<file path="config.mk">
export PLATFORM = sky130hd
export DESIGN_NAME = instr_encoder_16ba
export DESIGN_NICKNAME = d
export VERILOG_FILES = /design/src/rtl/mas16ba_pkg.sv /design/src/rtl/instr_encoder_16ba.sv
export SDC_FILE = /design/constraint.sdc
export NUM_CORES = 1
export LEC_CHECK = 0
export CAP_MARGIN = 20
export CELL_PAD_IN_SITES_DETAIL_PLACEMENT = 1
export CELL_PAD_IN_SITES_GLOBAL_PLACEMENT = 1
export CORE_AREA = 5 5 102 75
export CTS_BUF_LIST = sky130_fd_sc_hd__clkbuf_16
export CTS_CLUSTER_DIAMETER = 40
export DETAILED_ROUTE_END_ITERATION = 12
export DIE_AREA = 0 0 107 80
export HOLD_SLACK_MARGIN = 0.02
export MAX_ROUTING_LAYER = met4
export PLACE_DENSITY = 0.83
export SKIP_LAST_GASP = 1
export SYNTH_ARGS = -nofsm -noshare
export SYNTH_HDL_FRONTEND = slang
export SYNTH_SLANG_ARGS = --single-unit
</file>
<file path="constraint.sdc">
create_clock -name clk -period 1.4 [get_ports clk]
set_input_delay 0.42 -clock clk [delete_from_list [all_inputs] [get_ports clk]]
set_output_delay 0.42 -clock clk [all_outputs]
set_load 0.05 [all_outputs]
</file>
<file path="src/rtl/mas16ba_pkg.sv">
// mas16ba_pkg
//   Shared definitions for the MAS16bA instruction set: opcode constants
//   (also used by the decoder), instruction width, field bit positions,
//   encoder state encodings and the imm/reg operand-form classifier.
package mas16ba_pkg;

  localparam int INSTR_W = 16;

  // Field bit positions inside a 16-bit instruction word
  localparam int OP_MSB  = 15;
  localparam int OP_LSB  = 12;
  localparam int RD_MSB  = 11;
  localparam int RD_LSB  = 10;
  localparam int RA_MSB  = 9;
  localparam int RA_LSB  = 8;
  localparam int OPB_MSB = 7;
  localparam int OPB_LSB = 0;

  // Opcode map
  localparam logic [3:0] OP_ADC  = 4'h0;
  localparam logic [3:0] OP_ADD  = 4'h1;
  localparam logic [3:0] OP_SUB  = 4'h2;
  localparam logic [3:0] OP_SBB  = 4'h3;
  localparam logic [3:0] OP_AND  = 4'h4;
  localparam logic [3:0] OP_OR   = 4'h5;
  localparam logic [3:0] OP_XOR  = 4'h6;
  localparam logic [3:0] OP_SHF  = 4'h7;
  localparam logic [3:0] OP_LDI  = 4'h8;
  localparam logic [3:0] OP_ADI  = 4'h9;
  localparam logic [3:0] OP_LD   = 4'hA;
  localparam logic [3:0] OP_ST   = 4'hB;
  localparam logic [3:0] OP_CMP  = 4'hC;
  localparam logic [3:0] OP_BR   = 4'hD;
  localparam logic [3:0] OP_CALL = 4'hE;
  localparam logic [3:0] OP_JMP  = 4'hF;

  typedef enum logic [1:0] {
    ST_IDLE = 2'd0,
    ST_LOAD = 2'd1,
    ST_DONE = 2'd2
  } enc_state_t;

  // True when the low byte carries an 8-bit immediate; this is the same
  // set the decoder uses to select its B operand from the immediate.
  function automatic logic is_imm_form(input logic [3:0] opcode);
    logic imm;
    imm = 1'b0;
    case (opcode)
      OP_ADC, OP_LDI, OP_ADI, OP_LD, OP_BR, OP_CALL, OP_JMP: imm = 1'b1;
      OP_ADD, OP_SUB, OP_SBB, OP_AND, OP_OR, OP_XOR, OP_SHF,
      OP_ST, OP_CMP:                                          imm = 1'b0;
      default:                                                imm = 1'b0;
    endcase
    return imm;
  endfunction

endpackage

</file>
<file path="src/rtl/instr_encoder_16ba.sv">
// instr_encoder_16ba
//   Packs MAS16bA instruction fields into 16-bit words and writes them to
//   consecutive instruction-memory addresses starting at BASE_ADDR.
//   Used for program load and BIST.
//
// Optional feature macro: ENC_CHECKSUM_EN (adds the checksum output).
//
// Ports
//   clk, rst                 clock and synchronous active-high reset
//   start                    begin a load at BASE_ADDR (ignored while loading)
//   in_valid / in_ready      field-set handshake; in_ready while loading
//   in_opcode,in_rd,in_ra    instruction fields
//   in_rb / in_c             reg-form operand B / imm-form immediate
//   in_last                  final instruction of the program
//   imem_wen/addr/wdata      registered memory write, one cycle after accept
//   word_count               words written since start
//   busy / done              state is LOAD / DONE
//   overflow                 sticky: memory filled before in_last
//   checksum                 XOR of written words (ENC_CHECKSUM_EN only)
//   dvdd, dgnd               supply/ground pins, no logic
module instr_encoder_16ba
  import mas16ba_pkg::*;
#(
  parameter int ADDR_W    = 8,
  parameter int BASE_ADDR = 0
) (
  input  logic                 clk,
  input  logic                 rst,
  input  logic                 start,
  input  logic                 in_valid,
  output logic                 in_ready,
  input  logic [3:0]           in_opcode,
  input  logic [1:0]           in_rd,
  input  logic [1:0]           in_ra,
  input  logic [1:0]           in_rb,
  input  logic [7:0]           in_c,
  input  logic                 in_last,
  output logic                 imem_wen,
  output logic [ADDR_W-1:0]    imem_addr,
  output logic [INSTR_W-1:0]   imem_wdata,
  output logic [ADDR_W:0]      word_count,
  output logic                 busy,
  output logic                 done,
  output logic                 overflow,
`ifdef ENC_CHECKSUM_EN
  output logic [INSTR_W-1:0]   checksum,
`endif
  inout  wire                  dvdd,
  inout  wire                  dgnd
);

  localparam logic [ADDR_W-1:0] PTR_LAST = '1;

  enc_state_t            r_state;
  enc_state_t            w_state_next;
  logic [ADDR_W-1:0]     r_ptr;
  logic                  r_wen;
  logic [ADDR_W-1:0]     r_addr;
  logic [INSTR_W-1:0]    r_wdata;
  logic [ADDR_W:0]       r_count;
  logic                  r_overflow;
  logic                  w_accept;
  logic                  w_start_ok;
  logic                  w_at_end;
  logic [INSTR_W-1:0]    w_word;
  logic [7:0]            w_opb;

  // Supply pins carry no logic; folded here so they are visibly consumed.
  wire w_unused_supply = dvdd ^ dgnd;

  assign w_accept   = in_valid && (r_state == ST_LOAD);
  assign w_start_ok = start && (r_state != ST_LOAD);
  assign w_at_end   = (r_ptr == PTR_LAST);

  // Operand B byte: immediate, or register id zero-extended to 8 bits.
  assign w_opb = is_imm_form(in_opcode) ? in_c : {6'b0, in_rb};

  always_comb begin
    w_word                   = '0;
    w_word[OP_MSB:OP_LSB]    = in_opcode;
    w_word[RD_MSB:RD_LSB]    = in_rd;
    w_word[RA_MSB:RA_LSB]    = in_ra;
    w_word[OPB_MSB:OPB_LSB]  = w_opb;
  end

  // State register
  always_ff @(posedge clk) begin
    if (rst) begin
      r_state <= ST_IDLE;
    end else begin
      r_state <= w_state_next;
    end
  end

  // Next state
  always_comb begin
    w_state_next = r_state;
    case (r_state)
      ST_IDLE: if (start) w_state_next = ST_LOAD;
      ST_LOAD: if (w_accept && (in_last || w_at_end)) w_state_next = ST_DONE;
      ST_DONE: if (start) w_state_next = ST_LOAD;
      default: w_state_next = ST_IDLE;
    endcase
  end

  // Datapath: write port, pointer, counters. start and accept are mutually
  // exclusive because accept needs LOAD and start is only honoured outside it.
  always_ff @(posedge clk) begin
    if (rst) begin
      r_wen      <= 1'b0;
      r_addr     <= '0;
      r_wdata    <= '0;
      r_count    <= '0;
      r_overflow <= 1'b0;
      r_ptr      <= ADDR_W'(BASE_ADDR);
    end else begin
      r_wen <= w_accept;
      if (w_start_ok) begin
        r_ptr      <= ADDR_W'(BASE_ADDR);
        r_count    <= '0;
        r_overflow <= 1'b0;
      end else if (w_accept) begin
        r_addr  <= r_ptr;
        r_wdata <= w_word;
        r_count <= r_count + (ADDR_W+1)'(1);
        // Pointer parks at the last address; the FSM leaves LOAD there.
        if (!w_at_end) begin
          r_ptr <= r_ptr + ADDR_W'(1);
        end
        if (w_at_end && !in_last) begin
          r_overflow <= 1'b1;
        end
      end
    end
  end

`ifdef ENC_CHECKSUM_EN
  logic [INSTR_W-1:0] r_checksum;

  // Updated on the accept edge, i.e. the same edge that raises imem_wen.
  always_ff @(posedge clk) begin
    if (rst) begin
      r_checksum <= '0;
    end else if (w_start_ok) begin
      r_checksum <= '0;
    end else if (w_accept) begin
      r_checksum <= r_checksum ^ w_word;
    end
  end

  assign checksum = r_checksum;
`endif

  assign in_ready   = (r_state == ST_LOAD);
  assign busy       = (r_state == ST_LOAD);
  assign done       = (r_state == ST_DONE);
  assign imem_wen   = r_wen;
  assign imem_addr  = r_addr;
  assign imem_wdata = r_wdata;
  assign word_count = r_count;
  assign overflow   = r_overflow;

endmodule

</file>
## After elaboration in Yosys (flattened, before gate mapping)

Memories as Yosys holds them, arrays and structs flattened.
Cells that the tools add are included.

| word-level totals | value |
|---|---|
| memory bits (read-only) | 16 |
| bits of input ports | 23 |
| register bits after elaboration | 45 |
| memories kept | 1 |

Memory list:

| name | words | width | rd ports | clocked after Yosys merged registers in | wr ports | line | text |
|---|---|---|---|---|---|---|---|
| (name not given) | 16 | 1 | 1 | 0 | 0 | mas16ba_pkg.sv:48 | `case (opcode)` |

| cells by class | value |
|---|---|
| equality and inequality tests | 6 |
| reduce and logical (&&, ||, !) cells | 13 |
| bitwise logic cells | 2 |
| add/subtract/negate cells | 2 |
| multiplexer cells | 4 |

Operators with widths:

| cell | number |
|---|---|
| adder 9 x 1 -> 9 bit (second input constant) | 1 |
| adder 8 x 1 -> 8 bit (second input constant) | 1 |
| == test 8 bit (second input constant) | 1 |
| 2-to-1 mux 8 bit | 1 |
| AND reduction 2 bit | 4 |
| inequality test 2 x 1 -> 1 bit (second input constant) | 3 |
| logical AND 1 bit | 4 |
| 2-to-1 mux 2 bit | 2 |
| case mux 2 bit (2 select lines) | 1 |
| OR reduction 2 bit | 2 |
| == test 2 x 1 -> 1 bit (second input constant) | 1 |
| == test 2 bit (second input constant) | 1 |
| logical NOT 2 bit | 1 |
| NOT 1 bit | 2 |
| logical NOT 1 bit | 1 |
| logical OR 1 bit | 1 |

## Longest topological paths before layout

Gate-level depths: netlist (run 1).

| depth | value |
|---|---|
| word-level depth | 5 |
| gate-level depth with buffers | 5 |

## Worst setup path before layout (run 1)

No wires, ideal clock.

| path | value |
|---|---|
| path kind | register -> register |
| start point | register r_count[0] (netlist: word_count[0]) |
| end point | register r_count[8] (netlist: word_count[8]) |
| period minus slack after synthesis | 1748 ps |
| arrival | 1677 ps |
| cell stages (with the launch flop) | 6 |
| required time | 1329 ps |
| path slack | -348 ps |
| cells stage by stage | dfxtp_1 > ha_1 > and4b_1 > nand2_1 > or3_1 > a21oi_1 |

| between the ends | value |
|---|---|
| longest elaborated chain between the ends | 1 |

Ends and longest elaborated chain:

| element | line | text |
|---|---|---|
| start: declaration | instr_encoder_16ba.sv:60 | `logic [ADDR_W:0] r_count;` |
| start signal: assignment | instr_encoder_16ba.sv:125 | `r_count <= r_count + (ADDR_W+1)'(1);` |
| adder 9 x 1 -> 9 bit | instr_encoder_16ba.sv:125 |  |

Every way passes these cells.
A chain may end at the register's enable or synchronous reset.

## Final worst setup path (run 1)

| path | value |
|---|---|
| start point | register r_state[1] |
| end point | output busy |

| between the ends | value |
|---|---|
| longest elaborated chain between the ends | 1 |

Ends and longest elaborated chain:

| element | line | text |
|---|---|---|
| start: declaration | instr_encoder_16ba.sv:54 | `enc_state_t r_state;` |
| start signal: assignment | instr_encoder_16ba.sv:91 | `r_state <= w_state_next;` |
| == test 2 x 1 -> 1 bit | instr_encoder_16ba.sv:155 | `assign busy = (r_state == ST_LOAD);` |
| end: declaration | instr_encoder_16ba.sv:42 | `output logic busy,` |

Every way passes these cells.

==> results of run 1 <==
[worst max-delay path, delay by kind of cell, from the launching register on]
family | cells | cell delay, ns
simple gates | 1 | 0.14
buf+inv | 2 | 0.32
flops | 1 | 0.34
[routing by layer]
layer  track usage  routed length, um
met5             -                  0
met2         0.281               3580
met3        0.0340                205
met1         0.187               2830
met4        0.0651                112
[power breakdown]
group | leakage, uW | total, uW | internal (uW) | switching (uW)
sequential | 0.000371 | 1340 | 1310 | 35.8
combinational | 0.000803 | 565 | 283 | 281
clock | 0.0000826 | 1310 | 829 | 480
total | 0.00126 | 3220 | 2420 | 798
[how the worst min path moves through the flow]
stage | start | to | slack [ns]
after floorplan | r_ptr[6] | imem_addr[6] | 0.47
after global placement | imem_wdata[6] | imem_wdata[6] | 0.48
after detailed placement | imem_wdata[12] | imem_wdata[12] | 0.49
after CTS | imem_wdata[12] | imem_wdata[12] | 0.50
after global routing | in_opcode[1] | imem_wdata[13] | 0.44
final | in_opcode[1] | imem_wdata[13] | 0.44
[state kept, by name, summed over array words and instances (netlist names)]
register / count
overflow: 1
word_count: 9
r_state: 2
imem_wen: 1
imem_wdata: 16
r_ptr: 8
imem_addr: 8
[logic make-up (layout without fill, tap and decap cells)]
| group | count (synthesis) | after routing | synth area share |
|---|---|---|---|
| adder cells (fa/ha/maj) | 2 | 2 | 0.0135 |
| buffers and inverters | 14 | 105 | 0.0346 |
| flip-flops | 45 | 45 | 0.488 |
| multiplexers | 3 | 3 | 0.0163 |
| AO/OA/AOI/OAI | 44 | 44 | 0.153 |
| AND/OR/NAND/NOR | 97 | 97 | 0.243 |
| XOR/XNOR | 11 | 11 | 0.0522 |
[final cells by class]
| cell class | instances | area, um^2 |
|---|---|---|
| clock inverter | 3 | 37.5 |
| multi-input combinational | 157 | 1000 |
| clock buffer | 5 | 125 |
| timing repair buffer | 94 | 1280 |
| sequential | 45 | 925 |
| inverter | 3 | 15.0 |
| tap | 81 | 101 |
| fill | 711 | 3080 |
[Yosys cell counts (all sizes together) (2+ instances only)]
| cell | count |
|---|---|
| dfxtp | 45 |
| nand2 | 45 |
| a21oi | 28 |
| nor2 | 18 |
| nand3 | 12 |
| buf | 7 |
| xnor2 | 7 |
| o21ai | 6 |
| a211oi | 4 |
| clkbuf | 4 |
| nand4 | 4 |
| nor3 | 4 |
| xor2 | 4 |
| inv | 3 |
| mux2i | 3 |
| and3 | 2 |
| ha | 2 |
| nor2b | 2 |
| or3 | 2 |
[stage by stage]
step	area (um^2)	hold slack, ns	total power, uW	TNS (ns)	setup slack (ns)
after floorplan	1890	0.466	1600	-0.0872	-0.0872
after global placement	3100	0.476	1870	-15.34	-0.507
after detailed placement	3100	0.487	1890	-18.85	-0.592
after CTS	3390	0.495	3230	-0.309	-0.105
after global routing	3490	0.440	3340	-0.962	-0.147
final	3490	0.439	3220	-0.303	-0.0980
[repair_timing]
action                     4_1_cts  5_1_grt
setup endpoints to repair       45       24
buffers inserted                 9        4
gates resized for setup         25       25
pin swaps                        4       13
==> reports/summary.txt, run 1 <==
Core area: 6570 um^2
GPL Wtd Cong: 0.798
H-tree levels: 2
Area leader, netlist: dfxtp_1
CTS root buf: clkbuf_16
RR Startpoint: r_ptr[1]
FF+latch count, synth: 45
Non-filler instance count after layout: 388
Slowest stage cell, crit path: dfxtp_2
Number of antenna violations at the first check in global routing: 0
Largest net degree at the start of global routing: 24
YS warnings: 0
Worst Setup EP: busy
Global route overflow: 0
Syn-to-layout area delta: 88.8%
Die height: 80 um
Post-synth top area share: 0.488
N_diodes: 0
R2R cell count: 6
Endpoints left unconstrained: 2
Endpoint type of the worst setup path: output pin
Yosys cell types: 37
Commonest non-fill, non-tap cells in the layout: nand2_1 (45), buf_12 (42), dfxtp_1 (32), buf_4 (28), a21oi_1 (24)
Worst r2r dst: r_ptr[7]
Post-synth EDFFs: 0
Crit path DAT: 1.08 ns
VDD IR max: 0.000478 V
Slew @ Worst Pin: 0.311 ns
Clk_lat worst skew: 0.29 ns
Rel. slew slack: 0.791
Failing checks: setup timing
Leak: 0.00126 uW
Hold path depth: 3
Status: finished with violations
Layout Utilization: 0.531
Async SR Flop Fraction: 0
Ys flop type: dfxtp_1
Post-route antenna net violation count: 0
Crit path time final: 1.50 ns
Final wirelength: 6.73 mm
Data required, critical path: 0.98 ns
Crit path launch type: flop
Register-to-register setup slack: -0.04 ns
Worst path max stage delay: 0.34 ns
Post-DP HPWL: 4.62 mm
Worst Skew: 0.00429 ns
Syn Inst Count: 216
Crit Path Class: flop to output pin
Drt pass-1 iters: 4
CP cell instances: nand2b_4 > clkinvlp_4 > buf_12
Tot GR Track Use: 0.163
I/O pins: 63
Source of the critical timing path: r_state[1]
Max Clock Freq: 0.668 GHz
Clock buffer depth: 2
CTS tree: built
Seq/Total Area, Yosys: 0.488
Total nets after synthesis: 243
First-pass GRT wire length: 10.6 mm
# setup viols final: 5
Post-Syn Area: 1850 um^2
Routed vias/inst: 4.87
Starting density of the core: 0.281
Vias in the first global route: 2082
Endpoints failing hold: 0
Tightest Hold Check Type: primary input to flop
Mapped Avg Cell Area: 8.55 um^2
Worst-path maximum fanout: 3
Die Area: 8560 um^2
Area contributors post-synth: dfxtp_1 (49%), nand2_1 (9.1%), a21oi_1 (7.0%)
Placed Cells: 368
Commonest non-fill, non-tap cell in the layout: nand2_1
Fin crit share: 1.07
Share of cells above drive strength 1: 0.397
Final worst setup slack: -0.0980 ns
Num CTS Buffers: 5
DIE WIDTH: 107 um
RSZ-0062 raised after global routing: true
Vias: 1891
Power per Cell Area: 923 nW/um^2
Hold buffer count at cts: 0
Reg clk slew, reported paths: 0.06 ns
Row count: 25
Drt wl/cell: 17.3 um
Drt first-iter violations: 39
Clock sinks: 45
Fin nets: 333
Maxcap violations: 0
Slew Viols, Final: 0
# DRC: 0
I/O Buffers: 60
Note: power is estimated with default switching activity, not from simulation.
==> run 2, diff against run 1 <==
Settings changed: CAP_MARGIN 20 to not set, CORE_AREA 5 5 102 75 to 2 2 99 72, DIE_AREA 0 0 107 80 to 0 0 101 74, PLACE_DENSITY 0.83 to 0.76.
==> reports/summary.txt, run 2 (synthesis results as in run 1) <==
Row count: 25 (unchanged)
Die height: 74 um (was 80 um)
Slew Viols, Final: 0 (unchanged)
Routed vias/inst: 4.83 (was 4.87)
Clock sinks: 45 (unchanged)
Power per Cell Area: 957 nW/um^2 (was 923 nW/um^2)
# DRC: 0 (unchanged)
Setup TNS Final: -0.334 ns (was -0.303 ns)
Post-route antenna net violation count: 0 (unchanged)
Drt wl/cell: 15.7 um (was 17.3 um)
Worst r2r dst: r_ptr[6] (was r_ptr[7])
VDD IR max: 0.000541 V (was 0.000478 V)
Crit Path Class: flop to flop (was flop to output pin)
Maxcap violations: 0 (unchanged)
Drt first-iter violations: 64 (was 39)
R2R cell count: 6 (unchanged)
Tightest Hold Check Type: flop to flop (was primary input to flop)
H-tree levels: 2 (unchanged)
Fin nets: 331 (was 333)
First-pass GRT wire length: 9.71 mm (was 10.6 mm)
Final Power: 3330 uW (was 3220 uW)
Clock buffer depth: 2 (unchanged)
Crit path DAT: 1.67 ns (was 1.08 ns)
Share of cells above drive strength 1: 0.400 (was 0.397)
CTS root buf: clkbuf_16 (unchanged)
Reg clk slew, reported paths: 0.06 ns (about the same)
RSZ-0062 raised after global routing: true (unchanged)
Slew @ Worst Pin: 0.321 ns (was 0.311 ns)
I/O Buffers: 60 (unchanged)
Status: finished with violations (unchanged)
Worst-path maximum fanout: 7 (was 3)
Post-DP HPWL: 4.28 mm (was 4.62 mm)
Number of antenna violations at the first check in global routing: 0 (unchanged)
CTS tree: built (unchanged)
Starting density of the core: 0.281 (unchanged)
GPL Wtd Cong: 0.804 (was 0.798)
Crit path launch type: flop (unchanged)
Data required, critical path: 1.56 ns (was 0.98 ns)
Final worst setup slack: -0.104 ns (was -0.0980 ns)
Vias in the first global route: 2009 (was 2082)
Endpoints failing hold: 0 (unchanged)
I/O pins: 63 (unchanged)
Final wirelength: 6.05 mm (was 6.73 mm)
Commonest non-fill, non-tap cell in the layout: nand2_1 (unchanged)
Clk_lat worst skew: 0.29 ns (about the same)
N_diodes: 0 (unchanged)
Failing checks: setup timing (unchanged)
Register-to-register setup slack: -0.10 ns (was -0.04 ns)
Endpoints left unconstrained: 2 (unchanged)
RR Startpoint: r_state[1] (was r_ptr[1])
Worst Skew: 0.00562 ns (was 0.00429 ns)
Source of the critical timing path: r_state[1] (unchanged)
Non-filler instance count after layout: 386 (was 388)
Global route overflow: 0 (unchanged)
Max reg flops: 16 (unchanged)
Crit path time final: 1.50 ns (about the same)
Placed Cells: 371 (was 368)
Placed Area: 3120 um^2 (was 3100 um^2)
Tot GR Track Use: 0.172 (was 0.163)
Max Clock Freq: 0.665 GHz (was 0.668 GHz)
Pre-CTS WS: -0.585 ns (was -0.592 ns)
Syn-to-layout area delta: 88.5% (was 88.8%)
Rel. slew slack: 0.784 (was 0.791)
# setup viols final: 5 (unchanged)
Largest net degree at the start of global routing: 15 (was 24)
Worst Setup EP: r_ptr[6] (was busy)
Leak: 0.00128 uW (was 0.00126 uW)
Drt pass-1 iters: 4 (unchanged)
Core area: 6570 um^2 (unchanged)
Fin crit share: 1.07 (about the same)
Num CTS Buffers: 5 (unchanged)
Endpoint type of the worst setup path: flop (was output pin)
Die Area: 7470 um^2 (was 8560 um^2)
Fin area: 3480 um^2 (was 3490 um^2)
Vias: 1864 (was 1891)
DIE WIDTH: 101 um (was 107 um)
Commonest non-fill, non-tap cells in the layout: nand2_1 (45), buf_12 (41), dfxtp_1 (30), buf_4 (26), a21oi_1 (24) (was nand2_1 (45), buf_12 (42), dfxtp_1 (32), buf_4 (28), a21oi_1 (24))
Hold buffer count at cts: 0 (unchanged)
[run 2: cell count changes in the layout (fill, tap and decap cells not counted), moves of 2 or more]
cell | before | now
nor3_4 | 0 | 2
buf_4 | 28 | 26
o21ai_1 | 3 | 1
dfxtp_1 | 32 | 30
o21ai_0 | 2 | 4
nor3_2 | 3 | 1
or3_4 | 0 | 2
or3_1 | 2 | 0
dfxtp_2 | 10 | 13
[run 2: power by group]
| part | switching, uW | leakage, uW | internal, uW |
|---|---|---|---|
| clock | 490 | 0.0000920 | 947 |
| combinational | 275 | 0.000814 | 280 |
| sequential | 33.6 | 0.000372 | 1310 |
[run 2: metal layers]
metal	vias up	share of wire	GRT usage
met1	904	0.45	0.221
li1	919	-	-
met4	0	0.013	0.0586
met5	-	0	-
met2	36	0.49	0.271
met3	5	0.043	0.0395
[run 2: worst max-delay path: stages, from the launching register on]
cell      delay (ns)
dfxtp_2         0.33
buf_4           0.13
and3b_1         0.25
buf_4           0.18
nand4_1         0.17
nor3_1          0.23
a211oi_1        0.08
[run 2: layout make-up]
type                    count  area (um^2)
clock buffers               6          150
flip-flops and latches     45          925
clock inverters             2         35.0
well taps                  81          101
fillers                   724         3090
multi-input cells         157          997
inverters                   3         15.0
repair buffers             92         1260
[run 2: metrics by stage]
| stage | utilization | hold slack [ns] |
|---|---|---|
| finish | 0.530 | 0.489 |
| floorplan | - | 0.466 |
| global placement | 0.475 | 0.481 |
| detailed placement | 0.475 | 0.486 |
| global route | 0.530 | 0.517 |
| CTS | 0.515 | 0.495 |
[run 2: worst min-delay path by stage]
| stage | from | endpoint | slack [ns] | cells after the start |
|---|---|---|---|---|
| floorplan | r_ptr[6] | imem_addr[6] | 0.47 | 2 |
| global placement | imem_addr[1] | imem_addr[1] | 0.48 | 2 |
| detailed placement | imem_wdata[6] | imem_wdata[6] | 0.49 | 2 |
| CTS | imem_wdata[6] | imem_wdata[6] | 0.50 | 2 |
| global route | r_ptr[4] | r_ptr[4] | 0.52 | 1 |
| finish | imem_wdata[6] | imem_wdata[6] | 0.49 | 2 |
[run 2: repair_timing]
item,in CTS,in global routing
buffers inserted,4,3
endpoints found under the setup margin,40,19
gates resized for setup,20,29
pin swaps,2,12
==> run 3, diff against run 2 <==
Settings changed: ABC_AREA set to 1, ABC_CLOCK_PERIOD_IN_PS set to 1400, CORE_AREA 2 2 99 72 to 2 2 101 74, DIE_AREA 0 0 101 74 to 0 0 103 76, PLACE_DENSITY 0.76 to 0.78.
==> reports/summary.txt, run 3 <==
Area leader, netlist: dfxtp_1 (unchanged)
FF+latch count, synth: 45 (unchanged)
Failing checks: setup timing (unchanged)
Synth Area in Simple Gates: 0.279 (was 0.243)
VDD IR max: 0.000477 V (was 0.000541 V)
Commonest non-fill, non-tap cell in the layout: nand2_1 (unchanged)
Drt pass-1 iters: 4 (unchanged)
Leak: 0.00135 uW (was 0.00128 uW)
Metal2 WL: 2.97 mm (about the same)
Slew Viols, Final: 0 (unchanged)
RSZ-0062 raised after global routing: true (unchanged)
Synth Area in Compound Gates: 0.159 (was 0.153)
YS warnings: 0 (unchanged)
Share of cells above drive strength 1: 0.249 (was 0.400)
Tot GR Track Use: 0.175 (was 0.172)
GPL Wtd Cong: 0.772 (was 0.804)
Max Used Layer: met4 (unchanged)
Fin area: 3410 um^2 (was 3480 um^2)
Crit path time final: 1.44 ns (was 1.50 ns)
DIE WIDTH: 103 um (was 101 um)
Ys flop type: dfxtp_1 (unchanged)
I/O Buffers: 60 (unchanged)
Syn-to-layout area delta: 75.8% (was 88.5%)
Drt first-iter violations: 61 (was 64)
Clk_lat worst skew: 0.29 ns (about the same)
Endpoints left unconstrained: 2 (unchanged)
Worst r2r dst: r_ptr[7] (was r_ptr[6])
Die Area: 7830 um^2 (was 7470 um^2)
Maxcap violations: 0 (unchanged)
Layout Utilization: 0.490 (was 0.530)
CTS tree: built (unchanged)
Number of antenna violations at the first check in global routing: 0 (unchanged)
Worst Skew: 0.00336 ns (was 0.00562 ns)
Crit path DAT: 1.02 ns (was 1.67 ns)
Die height: 76 um (was 74 um)
Syn Inst Count: 271 (was 216)
Worst-path maximum fanout: 5 (was 7)
Mapped Avg Cell Area: 7.16 um^2 (was 8.55 um^2)
Slew @ Worst Pin: 0.261 ns (was 0.321 ns)
Worst Hold Launch: in_opcode[1] (was imem_wdata[6])
Mux cell area share after synthesis: 0 (was 0.0163)
Fin nets: 379 (was 331)
H-tree levels: 2 (unchanged)
# DRC: 0 (unchanged)
Post-synth top cells: nand2_1 (91), dfxtp_1 (45), a21oi_1 (39), nor2_1 (20), inv_1 (19) (was dfxtp_1 (45), nand2_1 (45), a21oi_1 (26), nor2_1 (17), nand3_1 (12))
Crit Path Class: flop to output pin (was flop to flop)
Endpoint type of the worst setup path: output pin (was flop)
Largest net degree at the start of global routing: 27 (was 15)
Area contributors post-synth: dfxtp_1 (46%), nand2_1 (18%), a21oi_1 (10%) (was dfxtp_1 (49%), nand2_1 (9.1%), a21oi_1 (7.0%))
Total nets after synthesis: 298 (was 243)
CP cell instances: inv_4 > nor2_8 > buf_12 (was buf_4 > and3b_1 > buf_4 > nand4_1 > nor3_1 > a211oi_1)
Post-route antenna net violation count: 0 (unchanged)
Largest family of logic cells by synthesized area: simple AND/OR/NAND/NOR gates (unchanged)
Global route overflow: 0 (unchanged)
Starting density of the core: 0.279 (was 0.281)
Clock buffer depth: 2 (unchanged)
Status: finished with violations (unchanged)
Row count: 26 (was 25)
Reg clk slew, reported paths: 0.06 ns (about the same)
Post-Route M1 WL: 2.69 mm (was 2.73 mm)
Vias in the first global route: 2192 (was 2009)
N_diodes: 0 (unchanged)
Hold path depth: 3 (was 2)
Met3 wire length: 308 um (was 262 um)
Num CTS Buffers: 5 (unchanged)
Endpoints failing hold: 0 (unchanged)
Crit path launch type: flop (unchanged)
Count leader, synth: nand2_1
Commonest non-fill, non-tap cells in the layout: nand2_1 (90), buf_12 (41), dfxtp_1 (40), a21oi_1 (39), buf_4 (20) (was nand2_1 (45), buf_12 (41), dfxtp_1 (30), buf_4 (26), a21oi_1 (24))
Slowest stage cell, crit path: dfxtp_4 (was dfxtp_2)
Post-DP HPWL: 4.64 mm (was 4.28 mm)
R2R cell count: 8 (was 6)
Fillcell total: 835 (was 724)
Max Clock Freq: 0.694 GHz (was 0.665 GHz)
Seq/Total Area, Yosys: 0.464 (was 0.488)
Placed Area: 3190 um^2 (was 3120 um^2)
Post-synth EDFFs: 0 (unchanged)
Clock sinks: 45 (unchanged)
Max reg flops: 16 (unchanged)
Yosys cell types: 22 (was 37)
Register-to-register setup slack: 0.11 ns (was -0.10 ns)
Post-synth top area share: 0.464 (was 0.488)
First-pass GRT wire length: 10.5 mm (was 9.71 mm)
Worst Hold Path EP: imem_wdata[13] (was imem_wdata[6])
Final worst setup slack: -0.0412 ns (was -0.104 ns)
Power per Cell Area: 963 nW/um^2 (was 957 nW/um^2)
RR Startpoint: r_ptr[0] (was r_state[1])
Fin crit share: 1.03 (was 1.07)
Drt wl/cell: 13.4 um (was 15.7 um)
Tightest Hold Check Type: primary input to flop (was flop to flop)
Xor-xnor portion of the synthesized cell area: 0.0135 (was 0.0522)
Data required, critical path: 0.98 ns (was 1.56 ns)
Post-Syn Area: 1940 um^2 (was 1850 um^2)
Vias: 2066 (was 1864)
Final wirelength: 6.04 mm (was 6.05 mm)
CTS root buf: clkbuf_16 (unchanged)
Fraction of the mapped netlist area in adder cells: 0.0129 (was 0.0136)
Worst path max stage delay: 0.37 ns (was 0.33 ns)
Core area: 6960 um^2 (was 6570 um^2)
Rel. slew slack: 0.826 (was 0.784)
Routed vias/inst: 4.58 (was 4.83)
I/O pins: 63 (unchanged)
# setup viols final: 3 (was 5)
Async SR Flop Fraction: 0 (unchanged)
## run 3: worst max-delay path by stage
stage                       from       endpoint  slack (ns)
global placement        in_valid       r_ptr[5]       -0.29
CTS                   r_state[0]           busy       -0.07
finish                r_state[0]           busy       -0.04
floorplan             r_state[1]           done        0.07
detailed placement  in_opcode[0]  imem_wdata[4]       -0.41
global route          r_state[0]           busy       -0.08
## run 3: area by class of cell
class | count | area [um^2] | share of cell area
Clock buffer | 5 | 125 | 0.0367
Timing Repair Buffer | 83 | 1190 | 0.349
Sequential cell | 45 | 912 | 0.267
Inverter | 23 | 96.3 | 0.0282
Multi-Input combinational cell | 194 | 927 | 0.272
Clock inverter | 3 | 37.5 | 0.0110
Tap cell | 98 | 123 | 0.0359
## run 3: cell families after synthesis
logic type / Yosys count
fa+ha+maj: 2
xor+xnor: 3
simple gates: 130
buf+inv: 32
compound gates: 59
flops: 45
## run 3: critical path: cells and delay by family, from the launching register on
| family | cells | cell delay (ns) |
|---|---|---|
| DFF | 1 | 0.37 |
| and+or+nand+nor | 1 | 0.15 |
| buffers and inverters | 2 | 0.21 |
## run 3: per-layer routing
metal,vias up,global-route usage
met5,-,-
met3,8,0.0459
met4,0,0.0461
met1,981,0.221
met2,47,0.277
li1,1030,-
## run 3: through the flow
stage	setup WS [ns]	setup TNS [ns]	hold WS [ns]	std cells	power [uW]
after global routing	-0.0758	-0.235	0.525	451	3430
after global placement	-0.287	-9.40	0.486	440	1960
final	-0.0412	-0.0945	0.487	451	3290
after floorplan	0.0671	0	0.470	271	1650
after CTS	-0.0679	-0.197	0.506	449	3320
after detailed placement	-0.413	-11.23	0.497	440	1980
## run 3: repair_timing
| item | CTS | global route |
|---|---|---|
| hold buffers | 0 | 0 |
| setup buffers | 1 | 2 |
| resized for setup | 10 | 9 |
| pin swaps | 1 | 3 |
| setup endpoints to repair | 17 | 22 |
## run 3: report_power, final
part           switching (uW)  leakage (uW)  internal (uW)
Combinational             309      0.000897            286
Sequential               43.8      0.000368           1320
Clock                     498     0.0000826            830
==> edit: new RTL, flow settings as in run 2 <==
Re-encode `enc_state_t` (3 states) as one-hot, 3 bits wide.
--- a/src/rtl/mas16ba_pkg.sv
+++ b/src/rtl/mas16ba_pkg.sv
@@ -36,6 +36,6 @@
 
-  typedef enum logic [1:0] {
-    ST_IDLE = 2'd0,
-    ST_LOAD = 2'd1,
-    ST_DONE = 2'd2
+  typedef enum logic [2:0] {
+    ST_IDLE = 3'b001,
+    ST_LOAD = 3'b010,
+    ST_DONE = 3'b100
   } enc_state_t;
Formal check against the unedited RTL: same outputs for any inputs over 10 cycles, from zero or initial values and one cycle with rst high; not proved beyond that.
==> edit against run 2 <==
- the run still ends with setup timing left
- first-iteration DRC count shrank 13%
- synthesized area grew 3.3%
- total power shrank 16%
- clock power shrank 19%
- worst setup slack lost 0.11 ns
- routed wire length grew 15%
- highest routed layer unchanged
- design area grew 10%
- sequential cell count grew 1
==> edit: results (changes against run 2) <==
stage,metric,value,unit,change
critical_path,reg2reg setup slack,-0.19,ns,was -0.10 ns
synth,Post-Syn Nets,245,,was 243
placement,Placed Area,3280,sq um,was 3120 sq um
pwr,Clock power frac,41.4,%,was 43.1%
detailed_routing,DR iter-0 viols,56,,was 64
run_status,violated checks,setup timing,,unchanged
timing,setup_tns,-3.44,ns,was -0.334 ns
synth,synth unique cells,38,,was 37
global_routing,largest net degree at the start of global routing,25,,was 15
timing,relative slew slack,75.1,%,was 78.4%
timing,endpoints left unconstrained,2,,unchanged
timing,Finish-stage setup viols,44,,was 5
timing,final worst setup slack,-0.210,ns,was -0.104 ns
pwr,sequential power share,47.4,%,was 40.2%
global_routing,met3 GRT Util,3.29,%,was 3.95%
critical_path,R2R Path Start,r_state[0],,was r_state[1]
run_status,status,finished with violations,,unchanged
global_routing,vias in the first global route,1989,,was 2009
pwr,P_sw,0.669,mW,was 0.799 mW
global_routing,overall routing resource usage,17.4,%,was 17.2%
synth,Synth area leaders,"dfxtp_1 (48%), nand2_1 (8.5%), a21oi_1 (6.6%)",,"was dfxtp_1 (49%), nand2_1 (9.1%), a21oi_1 (7.0%)"
detailed_routing,met2 wire len,3.63,mm,was 2.97 mm
pwr,LEAKAGE,1.40,nW,was 1.28 nW
critical_path,WP data arrival,1.19,ns,was 1.67 ns
critical_path,Crit path max-delay family,buffers and inverters,,was simple AND/OR/NAND/NOR gates
==> edit: worst register-to-register path, stage by stage, from the launching register on <==
cell and delay [ns]:
dfxtp_2 0.33, buf_4 0.12, buf_6 0.10, and4bb_4 0.34, nand3b_1 0.16, or3_1 0.34
a21oi_1 0.12
==> edit: logic make-up after synthesis <==
| family | Yosys count | synth area share (%) |
|---|---|---|
| adders and majority gates | 2 | 1.31 |
| muxes | 3 | 1.57 |
| buffers and inverters | 14 | 3.41 |
| and+or+nand+nor | 96 | 23.6 |
| DFF | 46 | 48.3 |
| xor gates and xnor gates | 15 | 6.89 |
| AOI/OAI and AO/OA | 42 | 15.0 |
==> edit: worst max path at each step <==
| stage | slack, ns | endpoint | startpoint |
|---|---|---|---|
| floorplan | -0.25 | in_ready | r_state[2] |
| global placement | -0.49 | imem_wdata[0] | in_opcode[1] |
| detailed placement | -0.58 | imem_wdata[2] | in_opcode[1] |
| global route | -0.25 | r_ptr[2] | r_state[0] |
| CTS | -0.22 | in_ready | r_state[0] |
| finish | -0.21 | in_ready | r_state[0] |
==> edit: cell type report <==
| type | count | area, sq um |
|---|---|---|
| fill | 701 | 2740 |
| timing repair buffer | 109 | 1460 |
| multi-input combinational | 158 | 1190 |
| sequential | 46 | 932 |
| clock buffer | 5 | 125 |
| tap | 81 | 101 |
| clock inverter | 3 | 16.3 |
| inverter | 1 | 3.75 |
==> edit: timing repair <==
action                     4_1_cts  5_1_grt
pin swaps                        8       27
buffers inserted                 6        2
cloned                           0        1
resized for setup               27       57
hold buffers                     0        0
setup endpoints to repair       48       45
==> edit: metrics by stage <==
stage          instances  setup slack (ns)
2_1_floorplan        218            -0.254
3_3_place_gp         386            -0.492
3_5_place_dp         386            -0.583
4_1_cts              400            -0.216
5_1_grt              403            -0.254
6_report             403            -0.210
